## src/rtl/one_cold_encoder_if.sv

```systemverilog
// one_cold_encoder_if: raw one-cold input lines and encoded outputs of the encoder
interface one_cold_encoder_if;
  logic [3:0] T_n;
  logic [1:0] idx;
  logic       valid;
  logic       err;
  logic       change;
  modport master (output T_n, input idx, valid, err, change);
  modport slave (input T_n, output idx, valid, err, change);
endinterface

```

## src/rtl/one_cold_encoder.sv

```systemverilog
// one_cold_encoder: synchronise, debounce and encode an active-low one-cold bus to a 2-bit index
module one_cold_encoder #(
  parameter int STABLE_CYCLES = 4,
  parameter int CNT_W = 3
) (
  input logic clk,
  input logic rst,
  one_cold_encoder_if.slave bus
);
  typedef enum logic [1:0] {NONE, ONE, MULTI} state_t;
  localparam logic [CNT_W-1:0] LAST = CNT_W'(STABLE_CYCLES - 1);
  logic [3:0] sync1, sync2, cand, committed, lo;
  logic [CNT_W-1:0] cnt;
  logic [1:0] idx_q, idx_nx;
  logic change_q, commit;
  state_t state, state_nx;
  assign commit = sync2 == cand && cnt == LAST && cand != committed;
  assign lo = ~cand;
  // two-flop synchroniser, then a candidate code must stay put long enough to be committed
  always_ff @(posedge clk or posedge rst)
    if (rst) begin
      sync1 <= 4'b1111;
      sync2 <= 4'b1111;
      cand <= 4'b1111;
      committed <= 4'b1111;
      cnt <= '0;
    end else begin
      sync1 <= bus.T_n;
      sync2 <= sync1;
      if (sync2 != cand) begin
        cand <= sync2;
        cnt <= '0;
      end else if (cnt < LAST) cnt <= cnt + 1'b1;
      else if (cand != committed) committed <= cand;
    end
  // classify the code being committed; idx only moves for a legal one-cold code
  always_comb begin
    state_nx = state;
    idx_nx = idx_q;
    if (commit) begin
      state_nx = lo == 4'd0 ? NONE : (lo & (lo - 4'd1)) == 4'd0 ? ONE : MULTI;
      idx_nx = state_nx == ONE ? {lo[3] | lo[2], lo[3] | lo[1]} : idx_q;
    end
  end
  // valid/err are decoded from the state, so a change in state or idx is an output change
  always_ff @(posedge clk or posedge rst)
    if (rst) begin
      state <= NONE;
      idx_q <= 2'd0;
      change_q <= 1'b0;
    end else begin
      state <= state_nx;
      idx_q <= idx_nx;
      change_q <= state_nx != state || idx_nx != idx_q;
    end
  assign bus.idx = idx_q;
  assign bus.valid = state == ONE;
  assign bus.err = state == MULTI;
  assign bus.change = change_q;
endmodule

```

## src/flat_wrapper.sv

```systemverilog
// flat-port wrapper written by rule: the top's interface ports become plain ports
module one_cold_encoder_flat 
#(
  parameter int STABLE_CYCLES = 4,
  parameter int CNT_W = 3
)
  (clk, rst, bus_T_n, bus_idx, bus_valid, bus_err, bus_change);
  one_cold_encoder_if bus_i ();
  input logic clk;
  input logic rst;
  input wire logic [$bits(bus_i.T_n)-1:0] bus_T_n;
  output wire logic [$bits(bus_i.idx)-1:0] bus_idx;
  output wire logic [$bits(bus_i.valid)-1:0] bus_valid;
  output wire logic [$bits(bus_i.err)-1:0] bus_err;
  output wire logic [$bits(bus_i.change)-1:0] bus_change;
  assign bus_i.T_n = bus_T_n;
  assign bus_idx = bus_i.idx;
  assign bus_valid = bus_i.valid;
  assign bus_err = bus_i.err;
  assign bus_change = bus_i.change;
  one_cold_encoder #(.STABLE_CYCLES(STABLE_CYCLES), .CNT_W(CNT_W)) u_core (.clk(clk), .rst(rst), .bus(bus_i));
endmodule
```

## config.mk

```make
export PLATFORM = sky130hd
export DESIGN_NAME = one_cold_encoder_flat
export DESIGN_NICKNAME = d
export VERILOG_FILES = /design/src/rtl/one_cold_encoder_if.sv /design/src/rtl/one_cold_encoder.sv /design/src/flat_wrapper.sv
export SDC_FILE = /design/constraint.sdc
export NUM_CORES = 1
export LEC_CHECK = 0
export CORE_UTILIZATION = 58
export CTS_BUF_LIST = sky130_fd_sc_hd__clkbuf_8
export CTS_CLUSTER_DIAMETER = 50
export CTS_CLUSTER_SIZE = 8
export DETAILED_ROUTE_END_ITERATION = 10
export GPL_ROUTABILITY_DRIVEN = 0
export HOLD_SLACK_MARGIN = 0.12
export PLACE_DENSITY = 0.8
export SLEW_MARGIN = 20
export SYNTH_ARGS = -nofsm -noshare
export SYNTH_HDL_FRONTEND = slang
export SYNTH_SLANG_ARGS = --single-unit
export TNS_END_PERCENT = 50
```

## constraint.sdc

```tcl
create_clock -name clk -period 2.14 [get_ports clk]
set_input_delay 0.428 -clock clk [delete_from_list [all_inputs] [get_ports clk]]
set_output_delay 0.428 -clock clk [all_outputs]
set_load 0.005 [all_outputs]
```

# Yosys cells after proc, flatten, opt, wreduce, memory -nomap -nowiden
# Index checks and enable logic that the tools add are counted.
# Widths: inputs -> output; s select.
op_classes:
  reduce_logical: 7
  eq_ne: 9
  mux: 7
  bitwise: 6
  n_lt_le_gt_ge: 1
  n_addsub: 2
op_table:
  columns: ["cell", "n"]
  rows:
  - ["$mux 2", 5]
  - ["$logic_not 4->1", 2]
  - ["$ne 4x4->1", 2]
  - ["$mux 3", 2]
  - ["$and 4x4->4", 1]
  - ["$eq 2x1->1 const B", 2]
  - ["$eq 4x4->1", 1]
  - ["$ne 2x2->1", 2]
  - ["$not 4->4", 1]
  - ["$sub 4x1->4 const B", 1]
  - ["$add 3x1->3 const B", 1]
  - ["$eq 3x2->1 const B", 1]
  - ["$lt 3x2->1 const B", 1]
  - ["$reduce_and 3->1", 1]
  - ["$eq 2x2->1 const B", 1]
  - ["$logic_and 1x1->1", 2]
  - ["$not 1->1", 2]
  - ["$or 1x1->1", 2]
  - ["$reduce_bool 2->1", 1]
  - ["$logic_or 1x1->1", 1]
word_totals:
  out_inout_bits: 5
  inputBits: 6
  wordCells: 40
  ff_bits: 24

# Longest topological paths before layout
logic_depth:
  ltp_word: 11
  mapped_depth: 6

# Least setup slack after synthesis
# No wires, ideal clock.
synth_path:
  path_kind: "reg-to-reg"
  from: "register u_core.cand[2]"
  to: "register u_core.idx_q[0] (netlist: u_core.bus.idx[0])"
  arrival_ns: 1.779
  slack_ns: 0.234
  n_path_buf: 1
  path_stages_with_launch: 7
  t_required_ns: 2.012
  setup_time_ns: 0.128
  cell_sequence: "dfstp_2 buf_6 xnor2_4 nand4_4 or3b_4 nor2_4 mux2_1"
synth_via:
  elab_chain_len: 9
  word_cells_on_any_way: 14
  cone_classes: "add/sub (1); eq/ne (3); mux (4); bitwise (2); reduce/logical (4)"
synth_lines:
  columns: ["item", "line", "source"]
  rows:
  - ["start, declared", "one_cold_encoder.sv:12", "logic [3:0] sync1, sync2, cand, committed, lo;"]
  - ["start signal, assigned", "one_cold_encoder.sv:31", "cand <= sync2;"]
  - ["$not 4->4", "one_cold_encoder.sv:18", "assign lo = ~cand;"]
  - ["$sub 4x1->4", "one_cold_encoder.sv:41", "state_nx = lo == 4'd0 ? NONE : (lo & (lo - 4'd1)) == 4'd0 ? ONE : MULTI;"]
  - ["$and 4x4->4", "one_cold_encoder.sv:41", null]
  - ["$logic_not 4->1", "one_cold_encoder.sv:41", null]
  - ["$mux 2 (2 in series)", "one_cold_encoder.sv:41", null]
  - ["$eq 2x1->1", "one_cold_encoder.sv:42", "idx_nx = state_nx == ONE ? {lo[3] | lo[2], lo[3] | lo[1]} : idx_q;"]
  - ["$mux 2", "one_cold_encoder.sv:42", null]
  - ["$mux 2 *", "one_cold_encoder.sv:40", "if (commit) begin"]
  - ["named net u_core.idx_nx[0]", "one_cold_encoder.sv:14", "logic [1:0] idx_q, idx_nx;"]
  - ["end signal, assigned", "one_cold_encoder.sv:53", "idx_q <= idx_nx;"]
  - ["end, declared", "one_cold_encoder.sv:14", null]
# Mark *: on every way through the listed nets, which the timed path passes. The rest lies on a longest branch.
# A chain may end at the register's enable or synchronous reset.

# Worst setup path after layout
layout_path:
  from: "register u_core.cand[2]"
  to: "register u_core.idx_q[1] (netlist: u_core.bus.idx[1])"
# The elaborated chain is that of the path after synthesis.

==> impl_results.md <==
* Clock sink count at 24
* Nature of the critical path endpoint: flip-flop
* Crit Path Class: flip-flop to flip-flop
* Syn Inst Count at 91
* Reg power frac at 56.9%
* 1st-iter DRT viols at 6
* Pwr dens at 642 nW/µm²
* Worst Skew at 0.00441 ns
* Sequential element share of the synthesized area at 52.2%
* Area of the core at 1940 µm²
* Share of the synthesized area in the top cell type at 35.4%
* DRC viols at 0
* First-pass GRT wire length at 2700 µm
* Clock power frac at 34.3%
* Synth area leaders: dfstp_2, dfrtp_1, xnor2_4
* Worst-case vdd ir drop at 0.578 mV
* Die height at 47.3 µm
* Synth warnings at 0
* Total Power at 0.000868 W
* CP required at 2.28 ns
* Vias in the first global route at 635
* Share of cells above drive strength 1 at 37.6%
* Count of final hold-check violations at 0
* Drt pass-1 iters at 4
* Initial antenna violation count at 0
* Most common cell after layout, fill and taps aside: dfstp_2
* Slowest CP cell: dfstp_2
* Avg WL per Cell at 13.1 µm
* P&R area growth vs syn at 13.7%
* Nets at 110
* RSZ-0062 raised after global routing: no
* Cells along the critical path: xor2_1 -> nor4_2 -> or3b_4 -> nor2_4 -> mux2_1
* Avg Inst Size Synth at 13.1 µm²
* Post-cts repair resize count at 0
* Psw at 0.000186 W
* Initial Util at 61.2%
* Final setup viols at 0
* Clk pin slew, worst setup/hold paths at 0.08 ns
* Status: completed
* Crit path buf inv count at 0
* Largest net degree at the start of global routing at 25
* Final hold slack at 0.359 ns
* Hpwl dp at 1210 µm
* Highest Clock Rate at 515 MHz
* CP Max Fanout at 4
* Period utilization at 90.8%
* Worst Tran Pin Value at 0.395 ns
* Cell Rows at 16
* Slew margin rel. at 73.5%
* Die W at 47.3 µm
* Cell family with the largest share of critical-path delay: simple AND/OR/NAND/NOR gates
* Total congestion overflow at 0
* Root Buffer: clkbuf_8
* N_diodes at 0
* Post-route antenna net violation count at 0
* Setup_tns at 0 ns
* Worst min-delay path class: flip-flop to flip-flop
* Total track usage at 18.4%
* Combinational power share at 8.8%
* Post-CTS Hold Buffers at 0
* Slew Limit Fails at 0
* Peak per-stage delay on the critical path at 0.61 ns
* # Post-CTS Setup Buffers at 0
* P_int at 0.000682 W
* Leak at 0.575 nW
* Later-pin clock latency in the skew report at 0.26 ns
* Input/output buffers at 10
* Post-Syn Area at 1190 µm²
* WP data arrival at 2.09 ns
* Clk buf depth at 2
* Via count at 652
* # Max-Cap Violations at 0
* Total die area at 2230 µm²
* Synth Net Count at 99
* CP startpoint kind: flip-flop
* Drt total wl at 1670 µm
* Min Tclk post-route at 1.94 ns
* CTS H-Tree Depth at 1
* Sw Share at 21.4%
* # IOs at 11
* Yosys reg bits at 24
* Commonest cells after routing, fill and taps aside: dfstp_2, clkdlybuf4s50_1, dfrtp_1
* Cell taking the most area after synthesis: dfstp_2
* Total CTS buffers at 3
* DR vias/cell at 5.09
* TritonCTS clock tree: done
* Distinct cells, synth at 32
==> cells by family after synthesis <==
group / Yosys count / synth area share, %
fa+ha+maj: 2 / 2.10
xor+xnor: 10 / 12.7
buf+inv: 11 / 5.68
mux: 8 / 7.47
simple gates: 24 / 13.9
compound gates: 12 / 5.89
flops: 24 / 52.2
==> power by group through the flow <==
stage	Clock, W	Combinational, W	Sequential, W
floorplan	0	0.0000695	0.000493
global placement	0	0.0000758	0.000500
detailed placement	0	0.0000764	0.000501
CTS	0.000305	0.0000769	0.000494
global route	0.000323	0.0000838	0.000496
finish	0.000298	0.0000762	0.000494
==> through the flow <==
step,instance area (µm²),std cells,util [%],setup WS [ns]
floorplan,1190,91,-,0.234
global placement,1300,124,66.8,0.241
detailed placement,1300,124,66.8,0.209
CTS,1350,128,69.6,0.197
global route,1350,128,69.6,0.135
finish,1350,128,69.6,0.197
==> synth_stat cells, drive strengths merged <==
library cell and count:
nand4bb 1, o21ai 4, nand3 1, a22o 1
nor3 4, nand2b 1, xnor2 6, dfrtp 8
xor2 4, a32oi 1, buf 4, nor3b 2
nor4 1, nand4 1, clkbuf 4, inv 3
or3b 1, a21oi 5, a21o 1, nor2 6
dfstp 16, nor2b 2, nand2 4, mux2i 1
mux2 7, ha 2
==> path summary, 6_finish.rpt <==
kind | start | endpoint | slack, ns | cells after the start
min in group asynchronous | rst | u_core.cnt[2]$_DFFE_PP0P_ | 0.50 | 3
max | u_core.cand[2]$_DFFE_PP1P_ | u_core.bus.idx[1]$_DFF_PP0_ | 0.20 | 5
max reg2reg | u_core.cand[2]$_DFFE_PP1P_ | u_core.bus.idx[1]$_DFF_PP0_ | 0.20 | 5
max in group asynchronous | rst | u_core.sync2[3]$_DFF_PP1_ | 1.37 | 3
min reg2reg | u_core.sync1[0]$_DFF_PP1_ | u_core.sync2[0]$_DFF_PP1_ | 0.36 | 0
min | u_core.sync1[0]$_DFF_PP1_ | u_core.sync2[0]$_DFF_PP1_ | 0.36 | 0
==> sequential cells by signal (all words and copies together), names as in the netlist <==
signal,count
u_core.cand,4
u_core.bus.idx,2
u_core.committed,4
u_core.sync1,4
u_core.bus.change,1
u_core.state,2
u_core.cnt,3
u_core.sync2,4
==> metal layers <==
layer  up-vias  global-route usage [%]  part of all wire [%]
li1        324                       -                     -
met1       317                    23.2                    47
met2         9                    30.4                    50
met3         2                    3.46                   1.6
met4         0                    8.57                  0.72
met5         -                       0                     0
==> cell type report <==
| cell class | instances | area [µm²] |
|---|---|---|
| repair buffers | 14 | 130 |
| well taps | 27 | 33.8 |
| flip-flops and latches | 24 | 621 |
| inverters | 3 | 11.3 |
| fillers | 143 | 591 |
| multi-input cells | 56 | 500 |
| clock buffers | 4 | 55.1 |
(Power assumes the default switching activity.)
